## config.mk

```make
export PLATFORM = sky130hd
export DESIGN_NAME = imem_arbiter
export DESIGN_NICKNAME = d
export VERILOG_FILES = /design/src/rtl/imem_pkg.sv /design/src/rtl/rr_arb2.sv /design/src/rtl/imem_arbiter.sv
export SDC_FILE = /design/constraint.sdc
export NUM_CORES = 1
export LEC_CHECK = 0
export BUFFER_PORTS_ARGS = -buffer_cell sky130_fd_sc_hd__buf_2
export CORE_UTILIZATION = 47
export DETAILED_ROUTE_END_ITERATION = 10
export PLACE_DENSITY = 0.9
export SLEW_MARGIN = 10
export SYNTH_ARGS = -nofsm -noshare
export SYNTH_HDL_FRONTEND = slang
export SYNTH_SLANG_ARGS = --single-unit
```

## constraint.sdc

```tcl
create_clock -name clk -period 2.8 [get_ports clk]
set_input_delay 0.56 -clock clk [delete_from_list [all_inputs] [get_ports clk]]
set_output_delay 0.56 -clock clk [all_outputs]
set_load 0.05 [all_outputs]
```

## src/rtl/imem_pkg.sv

```systemverilog
// ---------------------------------------------------------------------------
// imem_pkg
// Shared definitions for the instruction-memory arbiter:
//   - state_t        : arbiter FSM states (IDLE, FETCH, LOAD, ACK)
//   - BEATS          : byte beats per 32-bit word transfer
//   - ADDR_W_DEFAULT : default byte-address width of the instruction memory
//   - word_byte      : extract byte lane k of a 32-bit little-endian word
//   - word_set_byte  : replace byte lane k of a 32-bit little-endian word
// ---------------------------------------------------------------------------
package imem_pkg;

    localparam int ADDR_W_DEFAULT = 8;
    localparam int BEATS          = 4;

    // Requester indices into the two-bit request/grant vectors
    localparam int REQ_FETCH = 0;
    localparam int REQ_LOAD  = 1;

    typedef enum logic [1:0] {
        IDLE  = 2'd0,
        FETCH = 2'd1,
        LOAD  = 2'd2,
        ACK   = 2'd3
    } state_t;

    function automatic logic [7:0] word_byte(input logic [31:0] word,
                                             input logic [1:0]  idx);
        logic [7:0] b;
        case (idx)
            2'd0:    b = word[7:0];
            2'd1:    b = word[15:8];
            2'd2:    b = word[23:16];
            2'd3:    b = word[31:24];
            default: b = 8'h00;
        endcase
        return b;
    endfunction

    function automatic logic [31:0] word_set_byte(input logic [31:0] word,
                                                  input logic [1:0]  idx,
                                                  input logic [7:0]  b);
        logic [31:0] w;
        w = word;
        case (idx)
            2'd0:    w[7:0]   = b;
            2'd1:    w[15:8]  = b;
            2'd2:    w[23:16] = b;
            2'd3:    w[31:24] = b;
            default: w = word;
        endcase
        return w;
    endfunction

endpackage

```

## src/rtl/rr_arb2.sv

```systemverilog
// ---------------------------------------------------------------------------
// rr_arb2
// Two-requester round-robin arbiter. When both requesters are active the one
// that was not granted most recently wins. After reset requester 0 (fetch)
// is favoured.
// Ports:
//   clk     : rising-edge clock
//   reset_n : synchronous active-low reset
//   req     : request vector, bit 0 = fetch, bit 1 = load
//   update  : commit the current grant into the last-grant history
//   gnt     : one-hot (or zero) combinational grant
// ---------------------------------------------------------------------------
module rr_arb2 (
    input  logic       clk,
    input  logic       reset_n,
    input  logic [1:0] req,
    input  logic       update,
    output logic [1:0] gnt
);

    // 1 means requester 1 held the last grant, so requester 0 wins a tie
    logic last_q;
    logic last_d;

    // Grant selection from current requests and last-grant history
    always_comb begin
        gnt = 2'b00;
        case (req)
            2'b01:   gnt = 2'b01;
            2'b10:   gnt = 2'b10;
            2'b11:   gnt = last_q ? 2'b01 : 2'b10;
            default: gnt = 2'b00;
        endcase
    end

    // Last-grant history update, only when a grant is actually taken
    always_comb begin
        last_d = last_q;
        if (update && (gnt != 2'b00)) begin
            last_d = gnt[1];
        end else begin
            last_d = last_q;
        end
    end

    // Last-grant register; reset leaves fetch favoured
    always_ff @(posedge clk) begin
        if (!reset_n) begin
            last_q <= 1'b1;
        end else begin
            last_q <= last_d;
        end
    end

endmodule

```

## src/rtl/imem_arbiter.sv

```systemverilog
// ---------------------------------------------------------------------------
// imem_arbiter
// Arbitrates a CPU fetch port and a program-loader write port onto a single
// external byte-wide, single-port instruction memory. Each granted request
// moves one 32-bit little-endian word as four consecutive byte beats, then
// acknowledges the granted requester with a one-cycle pulse.
// Ports:
//   clk, reset_n         : rising-edge clock, synchronous active-low reset
//   f_req, f_addr        : fetch request / byte address (held until f_ack)
//   f_ack, f_rdata       : fetch done pulse / assembled fetch word
//   l_req, l_addr        : loader request / byte address (held until l_ack)
//   l_wdata, l_ack       : loader word / write-done pulse
//   m_addr, m_we         : memory byte address / write enable
//   m_wdata, m_rdata     : memory write byte / combinational read byte
//   busy                 : high whenever the FSM is not in IDLE
// Memory-side outputs are registered one cycle ahead of their beat, so the
// value driven during beat k is computed while the FSM sits in the previous
// cycle (the grant cycle for beat 0).
// ---------------------------------------------------------------------------
module imem_arbiter
    import imem_pkg::*;
#(
    parameter int ADDR_W = ADDR_W_DEFAULT
) (
    input  logic              clk,
    input  logic              reset_n,
    input  logic              f_req,
    input  logic [31:0]       f_addr,
    output logic              f_ack,
    output logic [31:0]       f_rdata,
    input  logic              l_req,
    input  logic [31:0]       l_addr,
    input  logic [31:0]       l_wdata,
    output logic              l_ack,
    output logic [ADDR_W-1:0] m_addr,
    output logic              m_we,
    output logic [7:0]        m_wdata,
    input  logic [7:0]        m_rdata,
    output logic              busy
);

    localparam logic [1:0] LAST_BEAT = 2'(BEATS - 1);

    state_t              state_q,   state_d;
    logic [1:0]          beat_q,    beat_d;
    logic [ADDR_W-1:0]   base_q,    base_d;
    logic [31:0]         f_rdata_q, f_rdata_d;
    logic                f_ack_q,   f_ack_d;
    logic                l_ack_q,   l_ack_d;
    logic [ADDR_W-1:0]   m_addr_q,  m_addr_d;
    logic                m_we_q,    m_we_d;
    logic [7:0]          m_wdata_q, m_wdata_d;
    logic                busy_q,    busy_d;

    logic [1:0]          req_s;
    logic [1:0]          gnt_s;
    logic                arb_update_s;
    logic [1:0]          beat_nxt_s;
    logic                addr_unused_s;

    // Upper address bits are outside the memory and deliberately ignored
    assign addr_unused_s = ^{f_addr[31:ADDR_W], l_addr[31:ADDR_W]};

    assign req_s[REQ_FETCH] = f_req;
    assign req_s[REQ_LOAD]  = l_req;
    assign beat_nxt_s       = beat_q + 2'd1;

    rr_arb2 u_rr_arb2 (
        .clk     (clk),
        .reset_n (reset_n),
        .req     (req_s),
        .update  (arb_update_s),
        .gnt     (gnt_s)
    );

    // FSM next state, beat sequencing and next-cycle memory/ack outputs
    always_comb begin
        state_d      = state_q;
        beat_d       = beat_q;
        base_d       = base_q;
        f_rdata_d    = f_rdata_q;
        f_ack_d      = 1'b0;
        l_ack_d      = 1'b0;
        m_addr_d     = '0;
        m_we_d       = 1'b0;
        m_wdata_d    = 8'h00;
        arb_update_s = 1'b0;

        case (state_q)
            IDLE: begin
                beat_d = 2'd0;
                if (gnt_s[REQ_FETCH]) begin
                    state_d      = FETCH;
                    base_d       = f_addr[ADDR_W-1:0];
                    m_addr_d     = f_addr[ADDR_W-1:0];
                    arb_update_s = 1'b1;
                end else if (gnt_s[REQ_LOAD]) begin
                    state_d      = LOAD;
                    base_d       = l_addr[ADDR_W-1:0];
                    m_addr_d     = l_addr[ADDR_W-1:0];
                    m_we_d       = 1'b1;
                    m_wdata_d    = word_byte(l_wdata, 2'd0);
                    arb_update_s = 1'b1;
                end else begin
                    state_d = IDLE;
                end
            end

            FETCH: begin
                // m_rdata belongs to the address driven in this beat
                f_rdata_d = word_set_byte(f_rdata_q, beat_q, m_rdata);
                if (beat_q == LAST_BEAT) begin
                    state_d = ACK;
                    beat_d  = 2'd0;
                    f_ack_d = 1'b1;
                end else begin
                    beat_d   = beat_nxt_s;
                    // Sum truncates to ADDR_W, giving the wrap past the top
                    m_addr_d = base_q + ADDR_W'(beat_nxt_s);
                end
            end

            LOAD: begin
                if (beat_q == LAST_BEAT) begin
                    state_d = ACK;
                    beat_d  = 2'd0;
                    l_ack_d = 1'b1;
                end else begin
                    beat_d    = beat_nxt_s;
                    m_addr_d  = base_q + ADDR_W'(beat_nxt_s);
                    m_we_d    = 1'b1;
                    m_wdata_d = word_byte(l_wdata, beat_nxt_s);
                end
            end

            ACK: begin
                state_d = IDLE;
                beat_d  = 2'd0;
            end

            default: begin
                state_d = IDLE;
                beat_d  = 2'd0;
            end
        endcase

        busy_d = (state_d != IDLE);
    end

    // State and output registers with synchronous active-low reset
    always_ff @(posedge clk) begin
        if (!reset_n) begin
            state_q   <= IDLE;
            beat_q    <= 2'd0;
            base_q    <= '0;
            f_rdata_q <= 32'h0000_0000;
            f_ack_q   <= 1'b0;
            l_ack_q   <= 1'b0;
            m_addr_q  <= '0;
            m_we_q    <= 1'b0;
            m_wdata_q <= 8'h00;
            busy_q    <= 1'b0;
        end else begin
            state_q   <= state_d;
            beat_q    <= beat_d;
            base_q    <= base_d;
            f_rdata_q <= f_rdata_d;
            f_ack_q   <= f_ack_d;
            l_ack_q   <= l_ack_d;
            m_addr_q  <= m_addr_d;
            m_we_q    <= m_we_d;
            m_wdata_q <= m_wdata_d;
            busy_q    <= busy_d;
        end
    end

    // Write enable is masked by reset so the beat in flight when reset is
    // asserted is not committed to memory at the reset edge.
    assign m_we    = m_we_q & reset_n;
    assign m_addr  = m_addr_q;
    assign m_wdata = m_wdata_q;
    assign f_ack   = f_ack_q;
    assign l_ack   = l_ack_q;
    assign f_rdata = f_rdata_q;
    assign busy    = busy_q;

endmodule

```

Word-level counts from Yosys, hierarchy flattened --
Index checks and enable logic that the tools add are counted.
Storage, ports and cells: input port bits 108, logic and storage cells 70, output and inout bits 52, register bits after elaboration 65
Operators by class: mux-type cells 26, equal/unequal tests 12, reduce and logical (&&, ||, !) cells 15, $add $sub $neg 2, bitwise gates (word level) 1
Operators by type and width (count):
- 2-to-1 mux 8 bit | 8
- case mux 8 bit (2 select lines) | 2
- case mux 8 bit (4 select lines) | 1
- equality test 2 bit (second input constant) | 8
- AND reduction 2 bit | 7
- case mux 2 bit (3 select lines) | 2
- 2-to-1 mux 2 bit | 5
- adder 8 x 2 -> 8 bit | 1
- equality test 2 x 1 -> 1 bit (second input constant) | 4
- logical NOT 2 bit | 3
- 2-to-1 mux 1 bit | 6
- case mux 2 bit (2 select lines) | 1
- nonzero test 2 bit | 2
- OR reduction 2 bit | 2
- adder 2 x 1 -> 2 bit (second input constant) | 1
- case mux 1 bit (2 select lines) | 1
- bitwise AND 1 bit | 1
- logical AND 1 bit | 1

Depth between registers and ports, before layout --
Gate-level depths: netlist (run 1).
word-level depth 6, gate-level depth with buffers 8, gate-level depth less buffers 8

Modules after synthesis --
A second synthesis (run 1) with hierarchy kept.
Second synthesis, totals: cell total of the unflattened synthesis 322, area total of the unflattened synthesis 2808.9 µm²
By module, submodules not included:
- imem_arbiter | seq. area each 1281.2 µm², area each 2750.1 µm², instances 1, cells an instance 315
- rr_arb2 | seq. area each 20.0 µm², area each 58.8 µm², instances 1, cells an instance 7

Worst setup path before layout (run 1) --
Ideal clock, no wire load.
path kind reg2reg, start register beat_q[0], end register m_addr_q[6], in the netlist m_addr[6], path buffers 0, cell stages (with the launch flop) 9, setup slack 0.973 ns, library setup time 0.128 ns, data required time 2.672 ns, data arrival time 1.699 ns, clock period less this slack 1.827 ns, path through dfxtp_1 -> inv_1 -> ha_1 -> inv_1 -> fa_1 -> nand3b_1 -> nor2_1 -> xnor2_1 -> o22ai_1
On the way: longest elaborated chain between the ends 4, elaborated cells between the ends (all ways) 5, classes of those cells add/sub (2); eq/ne (1); mux (2)
Ends and longest elaborated chain:
- from (decl) | RTL line imem_arbiter.sv:45 | logic [1:0] beat_q, beat_d;
- from (signal assigned) | RTL line imem_arbiter.sv:165 | beat_q <= beat_d;
- adder 2 x 1 -> 2 bit | RTL line imem_arbiter.sv:66 | assign beat_nxt_s = beat_q + 2'd1;
- via beat_nxt_s[0] | RTL line imem_arbiter.sv:58 | logic [1:0] beat_nxt_s;
- adder 8 x 2 -> 8 bit | RTL line imem_arbiter.sv:119, imem_arbiter.sv:130
- 2-to-1 mux 8 bit | RTL line imem_arbiter.sv:112, imem_arbiter.sv:124
- case mux 8 bit (2 select lines) | RTL line imem_arbiter.sv:89 | case (state_q)
- to (signal assigned) | RTL line imem_arbiter.sv:170 | m_addr_q <= m_addr_d;
- to (decl) | RTL line imem_arbiter.sv:50 | logic [ADDR_W-1:0] m_addr_q, m_addr_d;
The timed path passes the listed nets, and every way through them passes these cells. A chain may end at the register's enable or synchronous reset.

Final worst setup path (run 1) --
Same ends and word-level chain as after synthesis.

==> flow_metrics.env, run 1 <==
export IMPL_place_ws_ns=0.820
export IMPL_antenna_found_initial=0
export IMPL_ys_seq_area_share_pct=47.5
export IMPL_placed_area_um2=3300
export IMPL_grt_overflow=0
export IMPL_cp_start_kind="flop"
export IMPL_period_share_pct=72.0
export IMPL_slew_violations=0
export IMPL_cts_resized=0
export IMPL_dieHeight_um=78.4
export IMPL_whs_path_depth=2
export IMPL_drive_gt1_share_pct=30.0
export IMPL_first_iter_violations=145
export IMPL_initial_core_util_pct=49.2
export IMPL_worst_hold_path_endpoint="f_rdata[22]$_SDFFE_PN0P_"
export IMPL_synthTopCellsByArea="dfxtp_1, a21oi_1, nand2_1"
export IMPL_firstDrtPassIters=4
export IMPL_post_cts_setup_buffers=0
export IMPL_syn_area_um2=2740
export IMPL_drc=0
export IMPL_cts_buffers=9
export IMPL_holdWs_ns=0.452
export IMPL_r2r_end="m_addr[6]$_SDFF_PN0_"
export IMPL_grt_start_max_net_pins=47
export IMPL_clk_latency_ns=0.33
export IMPL_row_count=27
export IMPL_cts_max_path_buffers=2
export IMPL_synth_compound_area_share_pct=20.0
export IMPL_port_buffers=111
export IMPL_h_tree_depth=3
export IMPL_coreArea_um2=5570
export IMPL_hold_viol_final=0
export IMPL_gp_congestion=0.862
export IMPL_synthCells=329
export IMPL_hpwl_um=5130
export IMPL_via_per_inst=5.41
export IMPL_diodes=0
export IMPL_post_synth_num_cell_types=33
export IMPL_multiInputGateArea_um2=1310
export IMPL_vdd_drop_max_mv=0.540
export IMPL_setup_ws_ns=0.783
export IMPL_synth_fa_ha_area_share_pct=5.30
export IMPL_synth_top_family_by_area="simple AND/OR/NAND/NOR gates"
export IMPL_synth_mux_area_share_pct=0
export IMPL_final_area_um2=3520
export IMPL_hp_class="flop to flop"
export IMPL_yosys_area_share_simple_pct=20.8
export IMPL_synth_area_leader_cell="dfxtp_1"
export IMPL_r2r_start="beat_q[0]$_SDFF_PP0_"
export IMPL_skew_ns=0.00825
export IMPL_leakage_nw=1.55
export IMPL_synth_edf_count=0
export IMPL_fin_nets=551
export IMPL_synth_async_reset_ratio_pct=0
export IMPL_dieArea_um2=6140
export IMPL_maxCapViolations=0
export IMPL_seq_area_um2=1300
export IMPL_grt_util_all_layers_pct=23.6
export IMPL_area_delta_synth_final_pct=28.5
export IMPL_die_x_um=78.4
export IMPL_synth_xor_area_share_pct=1.60
export IMPL_yosysTopAreaCellShare_pct=47.5
export IMPL_clk_transition_reported_paths_ns=0.07
export IMPL_r2r_slack_ns=0.78
export IMPL_grt_pass1_wl_um=11300
export IMPL_grt_pass1_vias=2456
export IMPL_cts_root_buffer="clkbuf_8"
export IMPL_relSlewSlack_pct=49.7
export IMPL_crit_path_end_kind="flop"
export IMPL_n_fill_cell=490
export IMPL_cts_num_sinks=65
export IMPL_tns_ns=0
export IMPL_ios=160
export IMPL_synth_fp_nets=448
export IMPL_setup_violations=0
export IMPL_wl_per_cell_um=14.1
export IMPL_cts_tree="built"
export IMPL_rsz0062_at_grt="no"
export IMPL_crit_fanout=4
export IMPL_ant_nets=0
export IMPL_vias=2754
export IMPL_worstMarginPinSlew_ns=0.754
export IMPL_avgSynthCellArea_um2=8.33
export IMPL_ys_warn_count=0
export IMPL_outcome="finished, final reports clean"
export IMPL_ys_flop_type="dfxtp_1"
export IMPL_post_route_min_period_ns=2.02
export IMPL_worstPathArrival_ns=2.22
export IMPL_power_density_nw_per_um2=642
export IMPL_hold_path_startpoint="f_rdata[22]$_SDFFE_PN0P_"
export IMPL_synth_seq_cells=65
export IMPL_routed_wl_um=7170
export IMPL_crit_type="flop to flop"
export IMPL_r2r_cells=8
export IMPL_worstPathRequired_ns=3.00
export IMPL_cts_hold_buffers=0
export IMPL_max_clock_freq_mhz=496
synth_stat cells (2+ instances only):
| library cell | n |
|---|---|
| o22ai_1 | 3 |
| o21ai_0 | 6 |
| inv_1 | 7 |
| dfxtp_1 | 65 |
| nor2_1 | 21 |
| clkbuf_1 | 8 |
| a32o_1 | 4 |
| nand2b_1 | 5 |
| nand3_1 | 33 |
| nand2_1 | 55 |
| buf_2 | 8 |
| ha_1 | 10 |
| a21boi_0 | 4 |
| a21oi_1 | 58 |
| buf_1 | 3 |
| and3_1 | 7 |
| a222oi_1 | 8 |
| nor2b_1 | 3 |
| and2_1 | 2 |
| xnor2_1 | 5 |
| o21ai_1 | 2 |
registers in the layout (all words and copies together) (netlist names):
name / cells
m_wdata: 8
m_we_q: 1
f_rdata: 32
l_ack: 1
base_q: 8
beat_q: 2
m_addr: 8
u_rr_arb2.last_q: 1
f_ack: 1
state_q: 2
busy: 1
worst max path at each step:
| stage | startpoint | to | slack [ns] | cells past startpoint |
|---|---|---|---|---|
| 2_1_floorplan | beat_q[0]$_SDFF_PP0_ | m_addr[6]$_SDFF_PN0_ | 0.97 | 8 |
| 4_1_cts | beat_q[0]$_SDFF_PP0_ | m_addr[6]$_SDFF_PN0_ | 0.78 | 8 |
| 3_3_place_gp | beat_q[0]$_SDFF_PP0_ | m_addr[6]$_SDFF_PN0_ | 0.83 | 8 |
| 6_report | beat_q[0]$_SDFF_PP0_ | m_addr[6]$_SDFF_PN0_ | 0.78 | 8 |
| 3_5_place_dp | beat_q[0]$_SDFF_PP0_ | m_addr[6]$_SDFF_PN0_ | 0.82 | 8 |
| 5_1_grt | beat_q[0]$_SDFF_PP0_ | m_addr[6]$_SDFF_PN0_ | 0.63 | 8 |
power by group:
group | leakage, nW | switching [mW] | total (mW) | internal [mW]
Clock | 0.113 | 0.350 | 0.875 | 0.525
Combinational | 0.905 | 0.264 | 0.390 | 0.126
Sequential | 0.529 | 0.0251 | 0.994 | 0.969
cell usage in the layout (no fill, tap or decap), types with 2 or more instances in the layout:
master / n
a21oi_1: 58
buf_4: 2
nand2_1: 55
o22ai_1: 3
clkbuf_8: 10
a21boi_0: 4
and3_1: 7
a32o_1: 4
a222oi_1: 8
ha_1: 10
buf_2: 111
nand2b_1: 5
and2_1: 2
nor2b_1: 3
inv_1: 7
dfxtp_1: 65
o21ai_1: 2
clkinv_2: 2
nand3_1: 33
o21ai_0: 6
nor2_1: 21
bufinv_16: 2
xnor2_1: 5
through the flow:
stage	utilization [%]	total power [mW]	instances
3_5_place_dp	59.2	1.40	493
6_report	63.2	2.26	509
3_3_place_gp	59.2	1.39	493
2_1_floorplan	-	1.29	329
5_1_grt	63.2	2.35	509
4_1_cts	63.2	2.28	509
per-layer routing:
metal,part of all wire [%],vias to the layer above,GRT usage (%)
li1,-,1352,-
met1,44,1283,29.3
met2,48,113,40.5
met3,7.2,6,6.16
met4,0.87,0,6.30
met5,0,-,0
worst max-delay path, stage by stage (launching register included):
cell,delay (ns)
dfxtp_1,0.35
inv_1,0.09
ha_1,0.32
inv_1,0.06
fa_1,0.43
nand3b_1,0.23
nor2_1,0.16
xnor2_1,0.14
o22ai_1,0.10
kinds of logic (layout without fill, tap and decap cells):
family                   Yosys count  after routing
AND/OR/NAND/NOR                  128            128
buffers and inverters             29            137
XOR/XNOR                           5              5
adder cells (fa/ha/maj)           11             11
AO/OA/AOI/OAI                     91             91
flip-flops                        65             65
area by class of cell:
| type | instances | area share, % |
|---|---|---|
| flip-flops and latches | 65 | 37.0 |
| inverters | 8 | 0.853 |
| multi-input cells | 235 | 37.2 |
| repair buffers | 113 | 16.2 |
| clock buffers | 11 | 4.02 |
| well taps | 72 | 2.56 |
| clock inverters | 5 | 2.24 |
Note: power is estimated with default switching activity, not from simulation.
==> run 2, diff against run 1 <==
- CORE_UTILIZATION: 47 -> 43
- PLACE_DENSITY: 0.9 -> 0.84
- clock period: 2.8 -> 1.9 ns (I/O delays scaled with it)
==> run 2 against run 1 <==
- clock power rose by 20%
- register-to-register slack got worse by 0.66 ns
- setup slack got worse by 0.66 ns
- first-iteration DRC count rose by 14%
- critical path depth rose by 1
- flip-flop and latch count did not move
==> flow_metrics.env, run 2 (same netlist as run 1, synthesis figures left out) <==
export IMPL_outcome="finished, final reports clean"
export IMPL_grt_overflow=0
export IMPL_grt_util_all_layers_pct=22.0
export IMPL_dieHeight_um=81.8
export IMPL_largest_reg_flops=32
export IMPL_coreArea_um2=6030
export IMPL_clk_latency_ns=0.32
export IMPL_via_per_inst=5.24
export IMPL_clkPwrFrac_pct=33.6
export IMPL_grt_pass1_wl_um=11100
export IMPL_hp_class="primary input to flop"
export IMPL_hold_viol_final=0
export IMPL_cts_root_buffer="clkbuf_8"
export IMPL_fin_nets=560
export IMPL_clk_transition_reported_paths_ns=0.07
export IMPL_setup_violations=0
export IMPL_post_route_min_period_ns=1.77
export IMPL_worstPathArrival_ns=1.97
export IMPL_antenna_found_initial=0
export IMPL_initial_core_util_pct=45.5
export IMPL_firstDrtPassIters=5
export IMPL_vdd_drop_max_mv=0.516
export IMPL_comb_power_share_pct=19.6
export IMPL_cts_tree="built"
export IMPL_holdWs_ns=0.285
export IMPL_power_density_nw_per_um2=871
export IMPL_n_fill_cell=569
export IMPL_wl_per_cell_um=14.1
export IMPL_intPower_mw=2.21
export IMPL_cts_buffers=9
export IMPL_ios=160
export IMPL_period_share_pct=93.4
export IMPL_ant_nets=0
export IMPL_worstMarginPinSlew_ns=0.627
export IMPL_first_iter_violations=165
export IMPL_maxCapViolations=0
export IMPL_placedCellCount=505
export IMPL_drc=0
export IMPL_die_x_um=81.8
export IMPL_hpwl_um=5410
export IMPL_skew_ns=0.00790
export IMPL_rsz0062_at_grt="no"
export IMPL_routed_wl_um=7320
export IMPL_dieArea_um2=6700
export IMPL_gp_congestion=0.830
export IMPL_row_count=28
export IMPL_mostFrequentLayoutCells="buf_2, dfxtp_1, a21oi_1, nand2_1, nand3_1"
export IMPL_cp_start_kind="flop"
export IMPL_max_clock_freq_mhz=563
export IMPL_final_common_cell="buf_2"
export IMPL_seq_power_share_pct=46.8
export IMPL_cts_hold_buffers=0
export IMPL_area_delta_synth_final_pct=31.3
export IMPL_port_buffers=111
export IMPL_relSlewSlack_pct=58.2
export IMPL_crit_type="flop to flop"
export IMPL_grt_start_max_net_pins=27
export IMPL_leakage_nw=1.58
export IMPL_vias=2723
export IMPL_crit_path_end_kind="flop"
export IMPL_swShare_pct=29.4
export IMPL_cts_max_path_buffers=2
export IMPL_h_tree_depth=3
export IMPL_fin_cells=520
export IMPL_power_switching_mw=0.922
export IMPL_diodes=0
export IMPL_grt_pass1_vias=2477
export IMPL_slew_violations=0
export IMPL_crit_fanout=3
export IMPL_worstPathRequired_ns=2.10
export IMPL_drive_gt1_share_pct=33.0
export IMPL_post_cts_setup_buffers=0
export IMPL_cts_num_sinks=65
[run 2: cell count changes in the layout (fill, tap and decap cells not counted), sizes merged]
cell	delta
buf	+9
bufinv	-2
clkbuf	+1
[run 2: critical path, cell delays in order (launching register included)]
cell	delay, ns
dfxtp_2	0.32
inv_2	0.07
buf_4	0.13
ha_4	0.13
inv_1	0.05
fa_2	0.37
nand3b_1	0.23
nor2_2	0.15
xnor2_1	0.12
o22ai_1	0.08
[run 2: power groups by stage]
stage                     Clock, mW  Sequential [mW]  Combinational, mW
after floorplan                   0             1.63              0.266
after global placement            0             1.49              0.586
after detailed placement          0             1.49              0.600
after CTS                      1.07             1.46              0.604
after global routing           1.15             1.47              0.664
final                          1.05             1.47              0.613
[run 2: layout make-up]
type | instances | area, um^2 | area share [%]
repair buffers | 122 | 651 | 18.1
inverters | 8 | 30.0 | 0.835
flip-flops and latches | 65 | 1300 | 36.2
multi-input cells | 235 | 1340 | 37.2
clock inverters | 3 | 15.0 | 0.417
well taps | 75 | 93.8 | 2.61
clock buffers | 12 | 165 | 4.59
[run 2: layer usage]
layer  up-vias  wire, um  track usage [%]
met1      1243      3120             26.4
met4         0        36             9.12
met2       104      3590             37.6
met5         -         0                0
met3         4       580             4.89
li1       1372         -                -
[run 2: final timing paths]
| kind | start | end | slack [ns] | cells past startpoint |
|---|---|---|---|---|
| setup / recovery | beat_q[0]$_SDFF_PP0_ | m_addr[6]$_SDFF_PN0_ | 0.13 | 9 |
| hold / removal | l_wdata[7] | m_wdata[7]$_SDFF_PN0_ | 0.28 | 3 |
| setup reg to reg | beat_q[0]$_SDFF_PP0_ | m_addr[6]$_SDFF_PN0_ | 0.13 | 9 |
| hold reg to reg | f_rdata[6]$_SDFFE_PN0P_ | f_rdata[6]$_SDFFE_PN0P_ | 0.45 | 2 |
[run 2: what timing repair did]
item	4_1_cts	5_1_grt
gates resized for setup	1	7
pin swaps	1	4
endpoints found under the setup margin	1	5
[run 2: per-stage QoR]
step                      setup slack, ns  utilization (%)  TNS (ns)  total power [mW]  instance area, um^2
after global placement             0.0421             56.2         0              2.08                 3380
final                               0.125             59.7         0              3.13                 3600
after floorplan                    0.0727                -         0              1.90                 2740
after CTS                          0.0434             59.2         0              3.14                 3570
after detailed placement          -0.0195             56.2   -0.0195              2.09                 3380
after global routing              0.00899             59.7         0              3.29                 3600
==> run 3, diff against run 2 <==
- clock period: 1.9 -> 2 ns (I/O delays scaled with it)
==> run 3 against run 2 <==
- design area down 2.4%
- non-clock buffer count down 5
- maximum frequency down 6.6%
- die area unchanged
- critical path depth down 1
- sequential power down 5%
- flip-flop and latch count unchanged
- critical path type unchanged
- critical endpoint unchanged
- largest power group unchanged
- highest routed layer unchanged
==> flow_metrics.env, run 3 (same netlist as run 1, synthesis figures left out) <==
export IMPL_slew_violations=0
export IMPL_cp_start_kind="flop"
export IMPL_row_count=28
export IMPL_coreArea_um2=6030
export IMPL_setup_ws_ns=0.100
export IMPL_worstPathRequired_ns=2.20
export IMPL_firstDrtPassIters=5
export IMPL_drc=0
export IMPL_area_delta_synth_final_pct=28.1
export IMPL_cts_max_path_buffers=2
export IMPL_cts_hold_buffers=0
export IMPL_via_per_inst=5.38
export IMPL_holdWs_ns=0.294
export IMPL_crit_path_end_kind="flop"
export IMPL_dieArea_um2=6700
export IMPL_post_route_min_period_ns=1.90
export IMPL_total_power_mw=2.92
export IMPL_rsz0062_at_grt="no"
export IMPL_worstPathArrival_ns=2.10
export IMPL_max_clock_freq_mhz=526
export IMPL_hp_class="primary input to flop"
export IMPL_grt_overflow=0
export IMPL_outcome="finished, final reports clean"
export IMPL_dieHeight_um=81.8
export IMPL_vias=2763
export IMPL_routed_wl_um=7290
export IMPL_wl_per_cell_um=14.2
export IMPL_path_buf_inv=2
export IMPL_slowest_stage="fa_2"
export IMPL_h_tree_depth=3
export IMPL_crit_family="adder cells"
export IMPL_finish_utilization_pct=58.3
export IMPL_crit_top_cell="inv_1"
export IMPL_initial_core_util_pct=45.5
export IMPL_port_buffers=111
export IMPL_crit_type="flop to flop"
export IMPL_tns_ns=0
export IMPL_die_x_um=81.8
export IMPL_drive_gt1_share_pct=31.4
export IMPL_seq_area_um2=1300
export IMPL_antenna_found_initial=0
export IMPL_mostFrequentLayoutCells="buf_2, dfxtp_1, a21oi_1, nand2_1, nand3_1"
export IMPL_fin_cells=514
export IMPL_setup_violations=0
export IMPL_grt_pass1_wl_um=10800
export IMPL_cts_num_sinks=65
export IMPL_fin_nets=555
export IMPL_ios=160
export IMPL_maxCapViolations=0
export IMPL_path_cells="inv_1 -> ha_1 -> inv_1 -> fa_2 -> nand3b_1 -> nor2_2 -> xnor2_1 -> o22ai_1"
export IMPL_worstMarginPinSlew_ns=0.687
export IMPL_diodes=0
export IMPL_relSlewSlack_pct=54.2
export IMPL_placedCellCount=500
export IMPL_multiInputGateArea_um2=1310
export IMPL_final_common_cell="buf_2"
export IMPL_hpwl_um=5340
export IMPL_cts_buffers=9
export IMPL_cts_tree="built"
export IMPL_n_fill_cell=564
export IMPL_clk_latency_ns=0.34
export IMPL_power_density_nw_per_um2=831
export IMPL_clk_transition_reported_paths_ns=0.07
export IMPL_skew_ns=0.00851
export IMPL_first_iter_violations=169
export IMPL_hold_viol_final=0
export IMPL_largest_reg_flops=32
export IMPL_vdd_drop_max_mv=0.413
export IMPL_placed_area_um2=3330
export IMPL_max_stage_delay_ns=0.37
export IMPL_grt_util_all_layers_pct=21.7
export IMPL_gp_congestion=0.811
export IMPL_leakage_nw=1.54
export IMPL_crit_fanout=3
export IMPL_final_area_um2=3510
export IMPL_place_ws_ns=0.0206
export IMPL_period_share_pct=95.0
export IMPL_grt_start_max_net_pins=30
export IMPL_grt_pass1_vias=2447
export IMPL_ant_nets=0
export IMPL_cts_root_buffer="clkbuf_8"
run 3: changes by cell type in the layout (fill, tap and decap cells not counted), sizes merged:
| cell | previous run | this run |
|---|---|---|
| clkbuf | 12 | 11 |
| clkinv | 3 | 2 |
| clkinvlp | 0 | 1 |
| buf | 122 | 117 |
run 3: layer usage:
metal  GRT usage (%)  wire (um)  up-vias
met1            26.4       3170     1268
met4            10.9        120        0
met5               0          0        -
met3            4.22        571       13
li1                -          -     1360
met2            36.3       3420      122
run 3: cell type report:
type,instances,share of cell area (%)
Sequential cell,65,37.1
Multi-Input combinational cell,235,37.4
Clock buffer,11,4.31
Tap cell,75,2.67
Timing Repair Buffer,117,17.1
Inverter,8,0.855
Clock inverter,3,0.499
run 3: worst register-to-register path, cell delays in order (launching register included):
cell	delay, ns
dfxtp_2	0.35
inv_1	0.06
ha_1	0.32
inv_1	0.07
fa_2	0.37
nand3b_1	0.22
nor2_2	0.13
xnor2_1	0.13
o22ai_1	0.11
run 3: what timing repair did:
item	in CTS	in global routing
endpoints found under the setup margin	1	2
gates resized for setup	1	3
pin swaps	1	0
setup buffers	0	0
endpoints found under the hold margin	0	0
run 3: path summary, 6_finish.rpt:
kind	slack, ns	startpoint	depth (start not counted)	to
hold reg to reg	0.45	f_rdata[24]$_SDFFE_PN0P_	2	f_rdata[24]$_SDFFE_PN0P_
setup / recovery	0.1	beat_q[1]$_SDFF_PP0_	8	m_addr[6]$_SDFF_PN0_
hold / removal	0.29	l_wdata[0]	3	m_wdata[0]$_SDFF_PN0_
setup reg to reg	0.1	beat_q[1]$_SDFF_PP0_	8	m_addr[6]$_SDFF_PN0_
run 3: report_power, final:
part	switching [mW]	internal, mW	total, mW
logic	0.376	0.186	0.561
clock network	0.467	0.499	0.966
registers	0.0344	1.36	1.39
